==> config.mk <==
export PLATFORM = sky130hd
export DESIGN_NAME = mmio64_csr_responder
export DESIGN_NICKNAME = d
export VERILOG_FILES = /design/src/rtl/mmio64_csr_responder.sv
export SDC_FILE = /design/constraint.sdc
export NUM_CORES = 1
export LEC_CHECK = 0
export ABC_AREA = 1
export CAP_MARGIN = 20
export CORE_MARGIN = 10
export CORE_UTILIZATION = 25
export DETAILED_ROUTE_END_ITERATION = 10
export PLACE_DENSITY = 0.53
export REMOVE_ABC_BUFFERS = 1
export SYNTH_ARGS = -nofsm -noshare
export SYNTH_HDL_FRONTEND = slang
export SYNTH_SLANG_ARGS = --single-unit
==> constraint.sdc <==
create_clock -name clk -period 2.45 [get_ports clk]
set_clock_uncertainty 0.15 [all_clocks]
set_input_delay 0.735 -clock clk [delete_from_list [all_inputs] [get_ports clk]]
set_output_delay 0.735 -clock clk [all_outputs]
set_load 0.05 [all_outputs]
==> src/rtl/mmio64_csr_responder.sv <==
// AFU-side MMIO64 CSR responder: fixed-latency pipelined reads, single-cycle writes,
// device feature header, AFU ID, scratch, control, status and error-cause registers.
module mmio64_csr_responder #(
    parameter int          ADDR_WIDTH = 16,
    parameter logic [63:0] DFH_VALUE  = 64'h1000_0000_0000_1001,
    parameter logic [63:0] AFU_ID_L   = 64'h0,
    parameter logic [63:0] AFU_ID_H   = 64'h0,
    parameter int          RD_LATENCY = 2
) (
    input  logic                  clk,
    input  logic                  reset_n,
    input  logic [ADDR_WIDTH-1:0] mmio_address,
    input  logic                  mmio_read,
    input  logic                  mmio_write,
    input  logic [63:0]           mmio_writedata,
    input  logic [7:0]            mmio_byteenable,
    input  logic                  mmio_burstcount,
    output logic                  mmio_waitrequest,
    output logic [63:0]           mmio_readdata,
    output logic                  mmio_readdatavalid,
    input  logic [31:0]           kernel_status,
    input  logic [7:0]            err_event,
    output logic                  ctrl_start,
    output logic                  ctrl_soft_reset,
    output logic                  irq_pending
);

    localparam logic [ADDR_WIDTH-1:0] ADDR_DFH      = ADDR_WIDTH'(0);
    localparam logic [ADDR_WIDTH-1:0] ADDR_AFU_ID_L = ADDR_WIDTH'(1);
    localparam logic [ADDR_WIDTH-1:0] ADDR_AFU_ID_H = ADDR_WIDTH'(2);
    localparam logic [ADDR_WIDTH-1:0] ADDR_SCRATCH  = ADDR_WIDTH'(4);
    localparam logic [ADDR_WIDTH-1:0] ADDR_CONTROL  = ADDR_WIDTH'(5);
    localparam logic [ADDR_WIDTH-1:0] ADDR_STATUS   = ADDR_WIDTH'(6);
    localparam logic [ADDR_WIDTH-1:0] ADDR_ERR      = ADDR_WIDTH'(7);
    localparam logic [ADDR_WIDTH-1:0] ADDR_ERR_MASK = ADDR_WIDTH'(8);
    localparam logic [ADDR_WIDTH-1:0] ADDR_RD_COUNT = ADDR_WIDTH'(9);

    typedef enum logic [1:0] {
        ST_RESET,
        ST_WARM,
        ST_RUN
    } start_state_t;

    start_state_t state;

    logic [63:0] scratch;
    logic [7:0]  err_cause;
    logic [7:0]  err_mask;
    logic [31:0] read_count;
    logic [63:0] rd_mux;
    logic [7:0]  err_w1c;
    logic        rd_acc;
    logic        wr_acc;

    logic [RD_LATENCY-1:0] pipe_vld;
    logic [63:0]           pipe_data [RD_LATENCY];
    logic [RD_LATENCY-1:0] in_vld;
    logic [63:0]           in_data   [RD_LATENCY];

    // Every access is single-beat, so the burst count carries no information.
    logic unused_burstcount;
    assign unused_burstcount = mmio_burstcount;

    assign rd_acc  = mmio_read  && !mmio_waitrequest;
    assign wr_acc  = mmio_write && !mmio_waitrequest;
    assign err_w1c = (wr_acc && mmio_address == ADDR_ERR && mmio_byteenable[0])
                     ? mmio_writedata[7:0] : 8'h0;

    // Waitrequest is held for one extra cycle after reset, then never again.
    always_ff @(posedge clk) begin
        if (!reset_n) begin
            state            <= ST_RESET;
            mmio_waitrequest <= 1'b1;
        end else begin
            case (state)
                ST_RESET: state <= ST_WARM;
                ST_WARM: begin
                    state            <= ST_RUN;
                    mmio_waitrequest <= 1'b0;
                end
                default: mmio_waitrequest <= 1'b0;
            endcase
        end
    end

    always_comb begin
        // NOTE: default first so every path assigns rd_mux and no latch is inferred.
        rd_mux = '0;
        case (mmio_address)
            ADDR_DFH:      rd_mux = DFH_VALUE;
            ADDR_AFU_ID_L: rd_mux = AFU_ID_L;
            ADDR_AFU_ID_H: rd_mux = AFU_ID_H;
            ADDR_SCRATCH:  rd_mux = scratch;
            ADDR_CONTROL:  rd_mux = {62'h0, ctrl_soft_reset, 1'b0};
            ADDR_STATUS:   rd_mux = {32'h0, kernel_status};
            ADDR_ERR:      rd_mux = {56'h0, err_cause};
            ADDR_ERR_MASK: rd_mux = {56'h0, err_mask};
            ADDR_RD_COUNT: rd_mux = {32'h0, read_count};
            default:       rd_mux = '0;
        endcase
    end

    always_ff @(posedge clk) begin
        if (!reset_n) begin
            scratch         <= '0;
            ctrl_start      <= 1'b0;
            ctrl_soft_reset <= 1'b0;
            err_cause       <= '0;
            err_mask        <= 8'hFF;
            irq_pending     <= 1'b0;
            read_count      <= '0;
        end else begin
            // NOTE: non-blocking updates mean a same-cycle read still sees pre-write state.
            ctrl_start <= wr_acc && mmio_address == ADDR_CONTROL
                          && mmio_byteenable[0] && mmio_writedata[0];
            if (wr_acc && mmio_address == ADDR_CONTROL && mmio_byteenable[0])
                ctrl_soft_reset <= mmio_writedata[1];
            if (wr_acc && mmio_address == ADDR_SCRATCH) begin
                for (int b = 0; b < 8; b++)
                    if (mmio_byteenable[b])
                        scratch[8*b +: 8] <= mmio_writedata[8*b +: 8];
            end
            if (wr_acc && mmio_address == ADDR_ERR_MASK && mmio_byteenable[0])
                err_mask <= mmio_writedata[7:0];
            // A new event outranks a clear of the same bit.
            err_cause   <= (err_cause & ~err_w1c) | err_event;
            irq_pending <= |(err_cause & ~err_mask);
            if (rd_acc)
                read_count <= read_count + 32'd1;
        end
    end

    always_comb begin
        in_vld     = '0;
        in_data    = '{default: '0};
        in_vld[0]  = rd_acc;
        in_data[0] = rd_mux;
        for (int i = 1; i < RD_LATENCY; i++) begin
            in_vld[i]  = pipe_vld[i-1];
            in_data[i] = pipe_data[i-1];
        end
    end

    // The last stage is the output register; it only loads on a valid beat so readdata holds.
    always_ff @(posedge clk) begin
        if (!reset_n) begin
            pipe_vld <= '0;
            // NOTE: data stages are reset too because readdata must read 0 out of reset.
            for (int i = 0; i < RD_LATENCY; i++)
                pipe_data[i] <= '0;
        end else begin
            for (int i = 0; i < RD_LATENCY; i++) begin
                pipe_vld[i] <= in_vld[i];
                if (i < RD_LATENCY - 1 || in_vld[i])
                    pipe_data[i] <= in_data[i];
            end
        end
    end

    assign mmio_readdatavalid = pipe_vld[RD_LATENCY-1];
    assign mmio_readdata      = pipe_data[RD_LATENCY-1];

endmodule

# --- Yosys cells after proc, flatten, opt, wreduce, memory -nomap -nowiden ---
# Memories as Yosys holds them, arrays and structs flattened.
# Cells that the tools add are included.
totals:
  register_bits: 120
  latchBits: 0
  ramBits: 128
  romBits: 0
  in_bits: 133
  output_inout_bits: 69
  wordCells: 66
  memories: 1
op_classes:
  add_sub_neg: 1
  multipliers: 0
  div_mod_pow: 0
  n_lt_le_gt_ge: 0
  n_eq_ne: 7
  shift: 0
  mux: 10
  bitwise: 7
  n_reduce_logical: 23
mem_list:
  columns: ["memory", "words", "word_bits", "rd", "rd_ports_with_merged_regs", "wr", "line_no", "text"]
  rows:
  - ["pipe_data", 2, 64, 2, 0, 2, "56", "logic [63:0] pipe_data [RD_LATENCY];"]
op_table:
  columns: ["operator", "n"]
  rows:
  - ["one-hot mux 64 bit (7 select lines)", 1]
  - ["2-to-1 mux 64 bit", 2]
  - ["equality test 16 x 3 -> 1 bit, second input constant", 4]
  - ["adder 32 x 1 -> 32 bit, second input constant", 1]
  - ["equality test 16 x 4 -> 1 bit, second input constant", 2]
  - ["AND 8 bit", 2]
  - ["zero test 16 bit", 1]
  - ["inverter 8 bit", 2]
  - ["AND reduction 2 bit", 8]
  - ["logical AND 1 bit", 10]
  - ["2-to-1 mux 8 bit", 1]
  - ["bitwise OR 8 bit", 1]
  - ["OR reduction 8 bit", 1]
  - ["2-to-1 mux 1 bit", 5]
  - ["one-hot mux 2 bit (2 select lines)", 1]
  - ["equality test 2 x 1 -> 1 bit, second input constant", 1]
  - ["zero test 2 bit", 1]
  - ["bitwise OR 1 bit", 2]
  - ["nonzero test 2 bit", 1]
  - ["zero test 1 bit", 1]

# --- Longest topological paths before layout ---
# Gate-level depths: netlist of run 1.
depth:
  ltp_word: 8
  ltp_mapped: 12

# --- Least setup slack after synthesis of run 1 ---
# OpenSTA, ideal clock, no wires.
synth_timing:
  path_kind: "input to register"
  from: "input reset_n"
  to: "memory pipe_data[1][36], in the netlist pipe_data[0][100] (enable)"
  t_arrival_ns: 1.857
  setup_slack_ns: 0.049
  path_stages: 3
  path_cell_list: "buf_2 -> inv_2 -> or2_2"
synth_rtl:
  columns: ["element", "line_no", "text"]
  rows:
  - ["start: declaration", "11", "input logic reset_n,"]
  - ["end: declaration", "56", null]

==> flow_summary.rst, run 1 <==
.. list-table::
   :header-rows: 1

   * - Metric
     - Value
   * - Status
     - finished clean
   * - Vias in the first global route
     - 8893
   * - Final critical delay including setup and external delays
     - 2324 ps
   * - Setup crit start kind
     - register
   * - Cells traversed along the worst timing path
     - dlygate4sd2_1
   * - Avg Inst Size Synth
     - 8.328 sq um
   * - Per-cell via count in the routed design
     - 4.162
   * - Share of the clock period used by the worst path after layout
     - 94.87%
   * - Instance area after placement
     - 13910 sq um
   * - Clock network fraction of design power
     - 44.3%
   * - Core area
     - 42040 sq um
   * - Worst min-delay path category
     - register to register
   * - Internal portion of total power
     - 7.363 mW
   * - Switching power as a share of total power
     - 24.07%
   * - Setup-failing EPs final
     - 0
   * - Worst skew pair latency
     - 560 ps
   * - Combinational fraction of design power
     - 8.9%
   * - Detail Placement HPWL
     - 23550 um
   * - Fill count
     - 4390
   * - Number of clock sinks
     - 248
   * - Starting density of the core
     - 25.37%
   * - Global-route wire length before repair
     - 49170 um
   * - Worst Slack Setup Final
     - 125.8 ps
   * - Maximum root-to-sink buffer count
     - 3
   * - Overflow left after global routing
     - 0
   * - Biggest cell delay along the critical path
     - 540 ps
   * - DRC marker count from the first detailed-route iteration
     - 601
   * - Clock tree from TritonCTS
     - yes
   * - Number of CTS-inserted buffers
     - 30
   * - Final RePlAce weighted congestion
     - 0.8451
   * - Worst-path maximum fanout
     - 1
   * - Synthesized instance count
     - 1281
   * - H-tree levels
     - 1
   * - Highest Clock Rate
     - 0.4303 GHz
   * - Power dissipated by switching net loads
     - 2.335 mW
   * - Most frequent cells in the layout
     - 300 x sky130_fd_sc_hd__nand2_1, 248 x sky130_fd_sc_hd__nor2_1, 174 x sky130_fd_sc_hd__inv_1, 130 x sky130_fd_sc_hd__clkdlybuf4s50_1, 128 x sky130_fd_sc_hd__edfxtp_1
   * - Setup repair after global routing missed its margin
     - no
   * - Flops & latches, synth
     - 248
   * - Cell row count
     - 75
   * - Worst rel slew slack
     - 33.11%
   * - Storage cell area
     - 6246 sq um
   * - Data arrival at the endpoint of the critical path
     - 1440 ps
   * - Total iterations of the first detailed-routing run
     - 5
   * - Area of the die
     - 51330 sq um
   * - Horizontal die dimension
     - 226.6 um
   * - Antenna violations before repair
     - 2
   * - Multi-input combinational cell area
     - 3750 sq um
   * - Layout cell share with drive strength beyond 1
     - 11.31%
   * - Area delta synth->final
     - 39.00%
   * - Port-buffer cells
     - 200
   * - Cell at the root of the clock tree
     - sky130_fd_sc_hd__clkbuf_16
   * - Average detailed-routed wire length per instance
     - 14.75 um
   * - Maximum resistive drop on vdd
     - 0.4525 mV
   * - Commonest non-fill, non-tap cell in the layout
     - sky130_fd_sc_hd__nand2_1
   * - Global-route total usage across every layer
     - 12.25%
   * - CP Buf/Inv Count
     - 1
   * - Die outline height
     - 226.6 um
   * - Setup bufs post-CTS
     - 0
   * - Pin count of the biggest net entering global routing
     - 67
   * - Max-slew violation count
     - 0
   * - Start-to-end type of the worst setup path
     - register to output pin
   * - Actual slew at the worst max-slew pin
     - 1003 ps
   * - Number of warnings issued by yosys
     - 0
   * - Number of library cell types mapped by synthesis
     - 33
   * - Crit-path slowest cell
     - sky130_fd_sc_hd__dlygate4sd2_1
   * - Final net count
     - 1738
   * - CP delay by family, top
     - buffers and inverters
   * - DP Worst Slack
     - -386.5 ps
   * - Clock transition at the register clock pins on the worst setup and hold paths after CTS
     - 60 ps
   * - Sequential share of power
     - 46.8%
   * - Cell area after synthesis
     - 10670 sq um
   * - DRC violations left
     - 0
   * - Placed insts
     - 2111
   * - Number of top-level pins
     - 202
   * - Max-capacitance violation count
     - 0
   * - Count of vias placed by the detailed router
     - 9020
   * - Endpoints failing hold
     - 0
   * - Cell area after layout
     - 14830 sq um
   * - LEAKAGE
     - 6.519 nW
   * - Number of nets with antenna violations after detailed routing
     - 0
   * - Kind of end point of the critical path
     - output pin
   * - Worst endpoint required time
     - 1560 ps
   * - Routed Wire Length
     - 31960 um
   * - Post-layout instance count excluding filler cells
     - 2167
   * - PwrDens
     - 654.0 nW/um^2
   * - Part of the Yosys area used for sequential elements
     - 58.55%
final cells by class:
cell class | count | area share [%]
multi-input cells | 870 | 25.29
clock inverters | 13 | 0.6497
diodes | 1 | 0.01688
repair buffers | 269 | 16.85
inverters | 185 | 4.742
well taps | 539 | 4.548
clock buffers | 42 | 5.780
flip-flops and latches | 248 | 42.12
power groups by stage:
stage / sequential, mW / combinational, mW / clock [mW]
2_1_floorplan: 4.88 / 0.153 / 0
3_3_place_gp: 4.63 / 0.887 / 0
3_5_place_dp: 4.63 / 0.890 / 0
4_1_cts: 4.54 / 0.873 / 4.45
5_1_grt: 4.55 / 0.928 / 4.61
6_report: 4.54 / 0.859 / 4.30
layer usage:
layer / vias to the layer above / track usage, % / part of all wire [%]
li1: 4659 / - / -
met1: 4129 / 15.02 / 44
met2: 187 / 21.18 / 49
met3: 41 / 2.636 / 5.7
met4: 4 / 3.462 / 1.8
met5: - / 0 / 0.081
flip-flops by register name, summed over array words and instances (netlist names), 2 cells and up:
| name | cells |
|---|---|
| read_count | 32 |
| pipe_data | 128 |
| err_cause | 8 |
| err_mask | 8 |
| scratch | 64 |
| state | 2 |
| pipe_vld | 2 |
stage by stage:
step	utilization [%]	hold WS (ps)	total power, mW	setup TNS (ps)
floorplan	-	250.9	5.031	-14750
global placement	33.08	282.1	5.517	-36240
detailed placement	33.08	288.3	5.524	-38370
CTS	35.26	297.7	9.871	0
global route	35.26	308.4	10.09	0
finish	35.27	292.0	9.698	0
final timing paths:
path	startpoint	to	slack (ps)	depth (start not counted)
setup / recovery	pipe_data[0][126]	mmio_readdata[62]	130	1
hold reg to reg	pipe_vld[0]	pipe_vld[1]	290	2
hold / removal	pipe_vld[0]	pipe_vld[1]	290	2
setup reg to reg	mmio_waitrequest	read_count[27]	680	10
logic make-up (layout without fill, tap and decap cells):
kind of cell	after synthesis	count (layout)	synth area share (%)
AO/OA/AOI/OAI	164	164	8.187
XOR/XNOR	3	3	0.2464
adder cells (fa/ha/maj)	1	1	0.1173
buffers and inverters	226	509	8.562
flip-flops	248	248	58.55
other	1	65	0.03515
AND/OR/NAND/NOR	638	638	24.30
Yosys cell counts:
master	number	share of area (%)
sky130_fd_sc_hd__nand4_1	12	0.70
sky130_fd_sc_hd__conb_1	1	0.035
sky130_fd_sc_hd__dfxtp_1	120	23
sky130_fd_sc_hd__clkbuf_1	23	0.81
sky130_fd_sc_hd__edfxtp_1	128	36
sky130_fd_sc_hd__ha_1	1	0.12
sky130_fd_sc_hd__clkinv_2	7	0.33
sky130_fd_sc_hd__nand2_4	2	0.21
sky130_fd_sc_hd__buf_4	5	0.35
sky130_fd_sc_hd__buf_8	1	0.14
sky130_fd_sc_hd__o211ai_1	17	1.2
sky130_fd_sc_hd__o21a_1	1	0.070
sky130_fd_sc_hd__nor3_1	12	0.56
sky130_fd_sc_hd__buf_6	2	0.21
sky130_fd_sc_hd__inv_1	175	6.2
sky130_fd_sc_hd__nor4_1	1	0.059
sky130_fd_sc_hd__o21ai_0	93	4.4
sky130_fd_sc_hd__nor2_2	3	0.18
sky130_fd_sc_hd__buf_2	9	0.42
sky130_fd_sc_hd__a21oi_1	49	2.3
sky130_fd_sc_hd__nor2_1	248	8.7
sky130_fd_sc_hd__nor3b_1	2	0.14
sky130_fd_sc_hd__and3_1	1	0.059
sky130_fd_sc_hd__or2_2	1	0.059
sky130_fd_sc_hd__nand2_1	301	11
sky130_fd_sc_hd__nor2_4	6	0.63
sky130_fd_sc_hd__o22ai_1	3	0.18
sky130_fd_sc_hd__inv_2	3	0.11
sky130_fd_sc_hd__buf_1	1	0.035
sky130_fd_sc_hd__nand3_1	42	2.0
sky130_fd_sc_hd__xor2_1	3	0.25
sky130_fd_sc_hd__nand2_2	7	0.41
sky130_fd_sc_hd__a221oi_1	1	0.082
tightest hold or removal path, cell delays in order (launching register included):
cell                      delay, ps
sky130_fd_sc_hd__dfxtp_1        320
sky130_fd_sc_hd__nand2_1         60
sky130_fd_sc_hd__inv_1           30
timing repair:
item	in CTS	in global routing
hold buffers	0	0
resized for setup	30	3
hold endpoints to repair	0	0
setup endpoints to repair	30	3
cloned	0	0
Power figures use the tool's default switching activity.
==> run 2, diff against run 1 <==
--- a/config.mk
+++ b/config.mk
@@ -7,10 +7,12 @@
 export LEC_CHECK = 0
 export ABC_AREA = 1
 export CAP_MARGIN = 20
+export CELL_PAD_IN_SITES_DETAIL_PLACEMENT = 0
+export CELL_PAD_IN_SITES_GLOBAL_PLACEMENT = 1
 export CORE_MARGIN = 10
 export CORE_UTILIZATION = 25
 export DETAILED_ROUTE_END_ITERATION = 10
-export PLACE_DENSITY = 0.53
+export PLACE_DENSITY = 0.63
 export REMOVE_ABC_BUFFERS = 1
 export SYNTH_ARGS = -nofsm -noshare
 export SYNTH_HDL_FRONTEND = slang
==> constraint.sdc (replaced) <==
create_clock -name clk -period 2.5 [get_ports clk]
set_clock_uncertainty 0.15 [all_clocks]
set_input_delay 0.75 -clock clk [delete_from_list [all_inputs] [get_ports clk]]
set_output_delay 0.75 -clock clk [all_outputs]
set_load 0.05 [all_outputs]
==> run 2 against run 1 <==
Sequential power is 2% lower. Sequential cell count unchanged. Combinational power down 1%. Critical path depth unchanged. Cell area is 0.62% higher. Die area stayed put. Wire length increased by 0.38%. Non-clock buffer count down 2. Register-to-register slack gained 20 ps. Power shrank 3.0%. Core utilization is 0.22 points higher. Global-route usage about the same.
==> flow_summary.rst, run 2 (synthesized netlist as in run 1, its figures left out) <==
.. list-table::
   :header-rows: 1

   * - Metric
     - Value
   * - Die outline height
     - 226.6 um (unchanged)
   * - Final worst hold slack
     - 298.0 ps (+6.019 ps)
   * - Most frequent cells in the layout
     - 301 x sky130_fd_sc_hd__nand2_1, 248 x sky130_fd_sc_hd__nor2_1, 175 x sky130_fd_sc_hd__inv_1, 130 x sky130_fd_sc_hd__clkdlybuf4s50_1, 128 x sky130_fd_sc_hd__edfxtp_1
   * - Terminus of the critical flop-to-flop path
     - read_count[29]
   * - Worst-path maximum fanout
     - 1 (unchanged)
   * - Worst rel slew slack
     - 58.44% (+25 points)
   * - Routed Wire Length
     - 32080 um (+0.38%)
   * - Pin count of the biggest net entering global routing
     - 90 (+34%)
   * - Share of the clock period used by the worst path after layout
     - 93.92%
   * - Switching power as a share of total power
     - 24.05% (about the same)
   * - Clock transition at the register clock pins on the worst setup and hold paths after CTS
     - 60 ps (about the same)
   * - Power dissipated by switching net loads
     - 2.262 mW (-3.1%)
   * - Placed insts
     - 2109 (-0.095%)
   * - Most flops, register
     - pipe_data
   * - Global-route wire length before repair
     - 49120 um (about the same)
   * - Setup repair after global routing missed its margin
     - no
   * - Commonest non-fill, non-tap cell in the layout
     - sky130_fd_sc_hd__nand2_1
   * - Global-route total usage across every layer
     - 12.25% (about the same)
   * - Clock tree from TritonCTS
     - yes
   * - Antenna violations before repair
     - 2 (unchanged)
   * - Post-layout instance count excluding filler cells
     - 2169 (+0.092%)
   * - CP delay by family, top
     - buffers and inverters
   * - Area of the die
     - 51330 sq um (unchanged)
   * - Sequential share of power
     - 47.3% (+0.5 points)
   * - Worst r2r src
     - read_count[10]
   * - Setup bufs post-CTS
     - 0 (unchanged)
   * - Setup crit start kind
     - register
   * - Setup-failing EPs final
     - 0 (unchanged)
   * - Average detailed-routed wire length per instance
     - 14.79 um (+0.28%)
   * - Data arrival at the endpoint of the critical path
     - 1450 ps (about the same)
   * - Worst Reg-to-Reg Cells
     - 9 (-1)
   * - Crit-path slowest cell
     - sky130_fd_sc_hd__dlygate4sd2_1
   * - Vias in the first global route
     - 8618 (-3.1%)
   * - Maximum root-to-sink buffer count
     - 3 (unchanged)
   * - Cell row count
     - 75 (unchanged)
   * - Internal portion of total power
     - 7.144 mW (-3.0%)
   * - Endpoints failing hold
     - 0 (unchanged)
   * - Total number of cells along the worst setup path
     - 1 (unchanged)
   * - LEAKAGE
     - 6.564 nW (+0.69%)
   * - Max-slew violation count
     - 0 (unchanged)
   * - Detail Placement HPWL
     - 23670 um (+0.53%)
   * - Critical Path Source
     - pipe_data[0][70]
   * - Cells traversed along the worst timing path
     - dlygate4sd2_1
   * - Clock network fraction of design power
     - 43.6% (-0.7 points)
   * - Layout cell share with drive strength beyond 1
     - 9.963% (-1.3 points)
   * - Design Power
     - 9.406 mW (-3.0%)
   * - Start-to-end type of the worst setup path
     - register to output pin
   * - Final net count
     - 1736 (-0.12%)
   * - Critical Path Sink
     - mmio_readdata[6]
   * - DRC violations left
     - 0 (unchanged)
   * - PwrDens
     - 630.4 nW/um^2 (-3.6%)
   * - Largest registers ranked by flip-flop count
     - pipe_data (128), scratch (64), read_count (32)
   * - Starting density of the core
     - 25.37% (unchanged)
   * - Actual slew at the worst max-slew pin
     - 623.4 ps (-379.8 ps)
   * - Core area
     - 42040 sq um (unchanged)
   * - Horizontal die dimension
     - 226.6 um (unchanged)
   * - Worst endpoint required time
     - 1600 ps (+40 ps)
   * - Combinational fraction of design power
     - 9.0% (about the same)
   * - Final RePlAce weighted congestion
     - 0.8086 (-4.3%)
   * - Cell at the root of the clock tree
     - sky130_fd_sc_hd__clkbuf_16
   * - Max-capacitance violation count
     - 0 (unchanged)
   * - CP Buf/Inv Count
     - 1 (unchanged)
   * - Kind of end point of the critical path
     - output pin
   * - Worst R2R Setup Slack
     - 700 ps (+20 ps)
   * - Number of top-level pins
     - 202 (unchanged)
   * - Total iterations of the first detailed-routing run
     - 7 (+2)
   * - Number of nets with antenna violations after detailed routing
     - 0 (unchanged)
   * - Per-cell via count in the routed design
     - 4.091 (-1.7%)
   * - Worst min-delay path category
     - register to register
   * - Highest Clock Rate
     - 0.4259 GHz
   * - Overflow left after global routing
     - 0 (unchanged)
   * - Worst skew pair latency
     - 550 ps (about the same)
   * - Number of CTS-inserted buffers
     - 30 (unchanged)
   * - Number of clock sinks
     - 248 (unchanged)
   * - Status
     - finished clean
   * - Max reg flops
     - 128 (unchanged)
   * - Final critical delay including setup and external delays
     - 2348 ps
   * - Area delta synth->final
     - 39.87%
   * - DRC marker count from the first detailed-route iteration
     - 474 (-21%)
   * - Maximum resistive drop on vdd
     - 0.4947 mV (+9.3%)
   * - H-tree levels
     - 1 (unchanged)
   * - Port-buffer cells
     - 200 (unchanged)
   * - Count of vias placed by the detailed router
     - 8874 (-1.6%)
   * - Biggest cell delay along the critical path
     - 540 ps (about the same)
[run 2: cell count changes in the layout (fill, tap and decap cells not counted), sizes merged]
cell,previous run,this run
clkinvlp,2,1
inv,179,178
clkbuf,42,44
buf,109,90
diode,1,4
clkinv,16,18
dlygate4sd2,30,47
bufinv,1,0
[run 2: layer usage]
layer | vias to the layer above | wire (um) | global-route usage (%)
met5 | - | 0 | 0
met4 | 0 | 454 | 3.224
met3 | 33 | 1537 | 2.041
met2 | 146 | 16070 | 21.48
met1 | 4034 | 14020 | 15.23
li1 | 4661 | - | -
[run 2: timing repair]
item                       CTS  global route
setup endpoints to repair   47             0
gates resized for setup     47             0
hold buffers                 0             0
[run 2: power by group through the flow]
stage / clock [mW] / sequential [mW] / combinational [mW]
4_1_cts: 4.27 / 4.45 / 0.862
3_5_place_dp: 0 / 4.54 / 0.892
6_report: 4.11 / 4.45 / 0.849
5_1_grt: 4.44 / 4.46 / 0.914
2_1_floorplan: 0 / 4.78 / 0.150
3_3_place_gp: 0 / 4.54 / 0.893
[run 2: worst min path at each step]
| stage | depth (start not counted) | slack, ps | startpoint | end |
|---|---|---|---|---|
| after detailed placement | 2 | 290 | scratch[7] | scratch[7] |
| after global placement | 2 | 280 | scratch[2] | scratch[2] |
| after CTS | 2 | 290 | reset_n | err_mask[1] |
| after floorplan | 2 | 250 | pipe_vld[0] | pipe_vld[1] |
| after global routing | 2 | 310 | reset_n | err_mask[3] |
| final | 2 | 300 | scratch[1] | scratch[1] |
[run 2: metrics by stage]
stage / setup slack (ps) / util (%) / instance area [sq um] / TNS [ps]
2_1_floorplan: -444.7 / - / 10690 / -11500
3_3_place_gp: -257.1 / 33.38 / 14030 / -25560
3_5_place_dp: -283.9 / 33.38 / 14030 / -28730
4_1_cts: 87.63 / 35.47 / 14910 / 0
5_1_grt: 85.22 / 35.47 / 14910 / 0
6_report: 152.0 / 35.49 / 14920 / 0
[run 2: area by class of cell]
class                           instances  area (sq um)
Timing Repair Buffer                  267          2605
Tap cell                              539         674.4
Antenna cell                            4         10.01
Inverter                              185         703.2
Fill cell                            4407         27120
Clock inverter                         12         60.06
Sequential cell                       248          6246
Clock buffer                           44         874.6
Multi-Input combinational cell        870          3747
==> run 3, diff against run 2 <==
--- a/config.mk
+++ b/config.mk
@@ -11,6 +11,7 @@
 export CELL_PAD_IN_SITES_GLOBAL_PLACEMENT = 1
 export CORE_MARGIN = 10
 export CORE_UTILIZATION = 25
+export CTS_BUF_LIST = sky130_fd_sc_hd__clkbuf_4
 export DETAILED_ROUTE_END_ITERATION = 10
 export PLACE_DENSITY = 0.63
 export REMOVE_ABC_BUFFERS = 1
==> run 3 against run 2 <==
Die area unchanged. Wire length grew 1.5%. Clock-buffer cell count grew 75. Global-route usage grew 0.41 points. Clock power is 5% lower. Core utilization is 0.29 points higher. Worst setup slack worse by 53 ps. Critical path depth did not move. Sequential power is essentially flat. Critical path type unchanged. Critical endpoint is now mmio_readdata[55]. Largest cell class unchanged. Highest routed layer unchanged.
==> flow_summary.rst, run 3 (synthesized netlist as in run 1, its figures left out) <==
.. list-table::
   :header-rows: 1

   * - Metric
     - Value
   * - Status
     - finished clean
   * - Cells traversed along the worst timing path
     - clkdlybuf4s15_1
   * - Multi-input combinational cell area
     - 3747 sq um (unchanged)
   * - Count of vias placed by the detailed router
     - 9191 (+3.6%)
   * - Cts-stage hold buffer count
     - 0 (unchanged)
   * - Worst r2r src
     - read_count[10]
   * - Global-route total usage across every layer
     - 12.67% (+0.41 points)
   * - Critical Path Source
     - pipe_data[0][119]
   * - Layout cell share with drive strength beyond 1
     - 16.86% (+6.9 points)
   * - DRC violations left
     - 0 (unchanged)
   * - Hold path start
     - reset_n
   * - Placed insts
     - 2109 (unchanged)
   * - Max-capacitance violation count
     - 0 (unchanged)
   * - Worst rel slew slack
     - 57.71% (-0.72 points)
   * - Antenna violations before repair
     - 3 (+1)
   * - Fill count
     - 4433 (+0.59%)
   * - Most frequent cells in the layout
     - 301 x sky130_fd_sc_hd__nand2_1, 248 x sky130_fd_sc_hd__nor2_1, 175 x sky130_fd_sc_hd__inv_1, 130 x sky130_fd_sc_hd__clkdlybuf4s50_1, 128 x sky130_fd_sc_hd__edfxtp_1
   * - Max-slew violation count
     - 0 (unchanged)
   * - Number of CTS-inserted buffers
     - 72 (+140%)
   * - Worst skew pair latency
     - 720 ps (+170 ps)
   * - Number of top-level pins
     - 202 (unchanged)
   * - Detail Placement HPWL
     - 23670 um (unchanged)
   * - Post-layout instance count excluding filler cells
     - 2244 (+3.5%)
   * - Horizontal die dimension
     - 226.6 um (unchanged)
   * - Number of clock sinks
     - 248 (unchanged)
   * - Highest Clock Rate
     - 0.4165 GHz (-2.2%)
   * - Clock tree from TritonCTS
     - yes
   * - Endpoints failing hold
     - 0 (unchanged)
   * - Cell at the root of the clock tree
     - sky130_fd_sc_hd__clkbuf_4
   * - Data arrival at the endpoint of the critical path
     - 1500 ps (+50 ps)
   * - Cell row count
     - 75 (unchanged)
   * - Global-route wire length before repair
     - 49940 um (+1.7%)
   * - Starting density of the core
     - 25.37% (unchanged)
   * - Port-buffer cells
     - 200 (unchanged)
   * - Overflow left after global routing
     - 0 (unchanged)
   * - Setup-failing EPs final
     - 0 (unchanged)
   * - Worst endpoint required time
     - 1600 ps (about the same)
   * - Vias in the first global route
     - 8997 (+4.4%)
   * - Final net count
     - 1778 (+2.4%)
   * - Number of nets with antenna violations after detailed routing
     - 0 (unchanged)
   * - Share of the clock period used by the worst path after layout
     - 96.05% (+2.1 points)
   * - Per-cell via count in the routed design
     - 4.096 (+0.11%)
   * - Area delta synth->final
     - 40.99%
   * - Setup crit start kind
     - register
   * - Final RePlAce weighted congestion
     - 0.8086 (unchanged)
   * - Maximum root-to-sink buffer count
     - 3 (unchanged)
   * - DP Worst Slack
     - -283.9 ps (unchanged)
   * - Commonest non-fill, non-tap cell in the layout
     - sky130_fd_sc_hd__nand2_1
   * - CP delay by family, top
     - buffers and inverters
   * - Core area
     - 42040 sq um (unchanged)
   * - PwrDens
     - 613.7 nW/um^2 (-2.7%)
   * - Worst min-delay path category
     - input port to register
   * - LEAKAGE
     - 6.611 nW (+0.71%)
   * - Clock transition at the register clock pins on the worst setup and hold paths after CTS
     - 60 ps (about the same)
   * - Die outline height
     - 226.6 um (unchanged)
   * - Maximum resistive drop on vdd
     - 0.1829 mV (-63%)
   * - Crit-path slowest cell
     - sky130_fd_sc_hd__clkdlybuf4s15_1
   * - Final critical delay including setup and external delays
     - 2401 ps (+53.23 ps)
   * - Largest registers ranked by flip-flop count
     - pipe_data (128), scratch (64), read_count (32)
   * - Actual slew at the worst max-slew pin
     - 634.3 ps (+10.87 ps)
   * - Total iterations of the first detailed-routing run
     - 5 (-2)
   * - Max reg flops
     - 128 (unchanged)
   * - Worst-path maximum fanout
     - 1 (unchanged)
   * - CP Buf/Inv Count
     - 1 (unchanged)
   * - Start-to-end type of the worst setup path
     - register to output pin
   * - Kind of end point of the critical path
     - output pin
   * - DRC marker count from the first detailed-route iteration
     - 449 (-5.3%)
   * - Pin count of the biggest net entering global routing
     - 90 (unchanged)
   * - Most flops, register
     - pipe_data
   * - H-tree levels
     - 3 (+2)
   * - Setup repair after global routing missed its margin
     - no
   * - Storage cell area
     - 6246 sq um (unchanged)
   * - Routed Wire Length
     - 32570 um (+1.5%)
   * - Average detailed-routed wire length per instance
     - 14.51 um (-1.9%)
   * - Area of the die
     - 51330 sq um (unchanged)
   * - Biggest cell delay along the critical path
     - 460 ps (-80 ps)
   * - Worst Slack Setup Final
     - 98.80 ps (-53.23 ps)
-- run 3: cell type report --
class                      instances  area share [%]
tap                              539           4.484
clock buffer                     119           5.940
multi-input combinational        870           24.91
clock inverter                    13          0.3328
inverter                         185           4.675
antenna                            3         0.04991
sequential                       248           41.53
timing repair buffer             267           18.08
-- run 3: what timing repair did --
item / in CTS / in global routing
gates resized for setup: 138 / 0
setup endpoints to repair: 47 / 0
setup buffers: 0 / 0
hold endpoints to repair: 0 / 0
-- run 3: metal layers --
layer / track usage (%) / share of wire (%) / routed length [um]
met5: 0 / 0 / 0
met4: 5.497 / 1.8 / 597
met3: 3.036 / 4.7 / 1538
met2: 21.58 / 50 / 16240
met1: 14.90 / 44 / 14190
-- run 3: final timing paths --
check / to / slack (ps) / cells after the start
max: mmio_readdata[55] / 100 / 1
min: err_mask[3] / 160 / 2
max reg2reg: read_count[29] / 690 / 9
min reg2reg: pipe_vld[1] / 290 / 2
-- run 3: through the flow --
stage                     power, mW  hold WS, ps  utilization, %  cell area, sq um  TNS (ps)
after floorplan               4.930        250.9               -             10690    -11500
after global placement        5.433        284.7           33.38             14030    -25560
after detailed placement      5.435        292.5           33.38             14030    -28730
after CTS                     9.449        67.48           35.76             15030         0
after global routing          9.730        92.90           35.77             15040         0
final                         9.230        156.4           35.78             15040         0
-- run 3: power by group --
group,total [mW],internal (mW),leakage (nW),switching [mW]
Sequential,4.45,4.41,2.29,0.0467
Clock,3.91,2.14,0.581,1.77
Combinational,0.868,0.351,3.74,0.517
Total,9.23,6.90,6.61,2.33
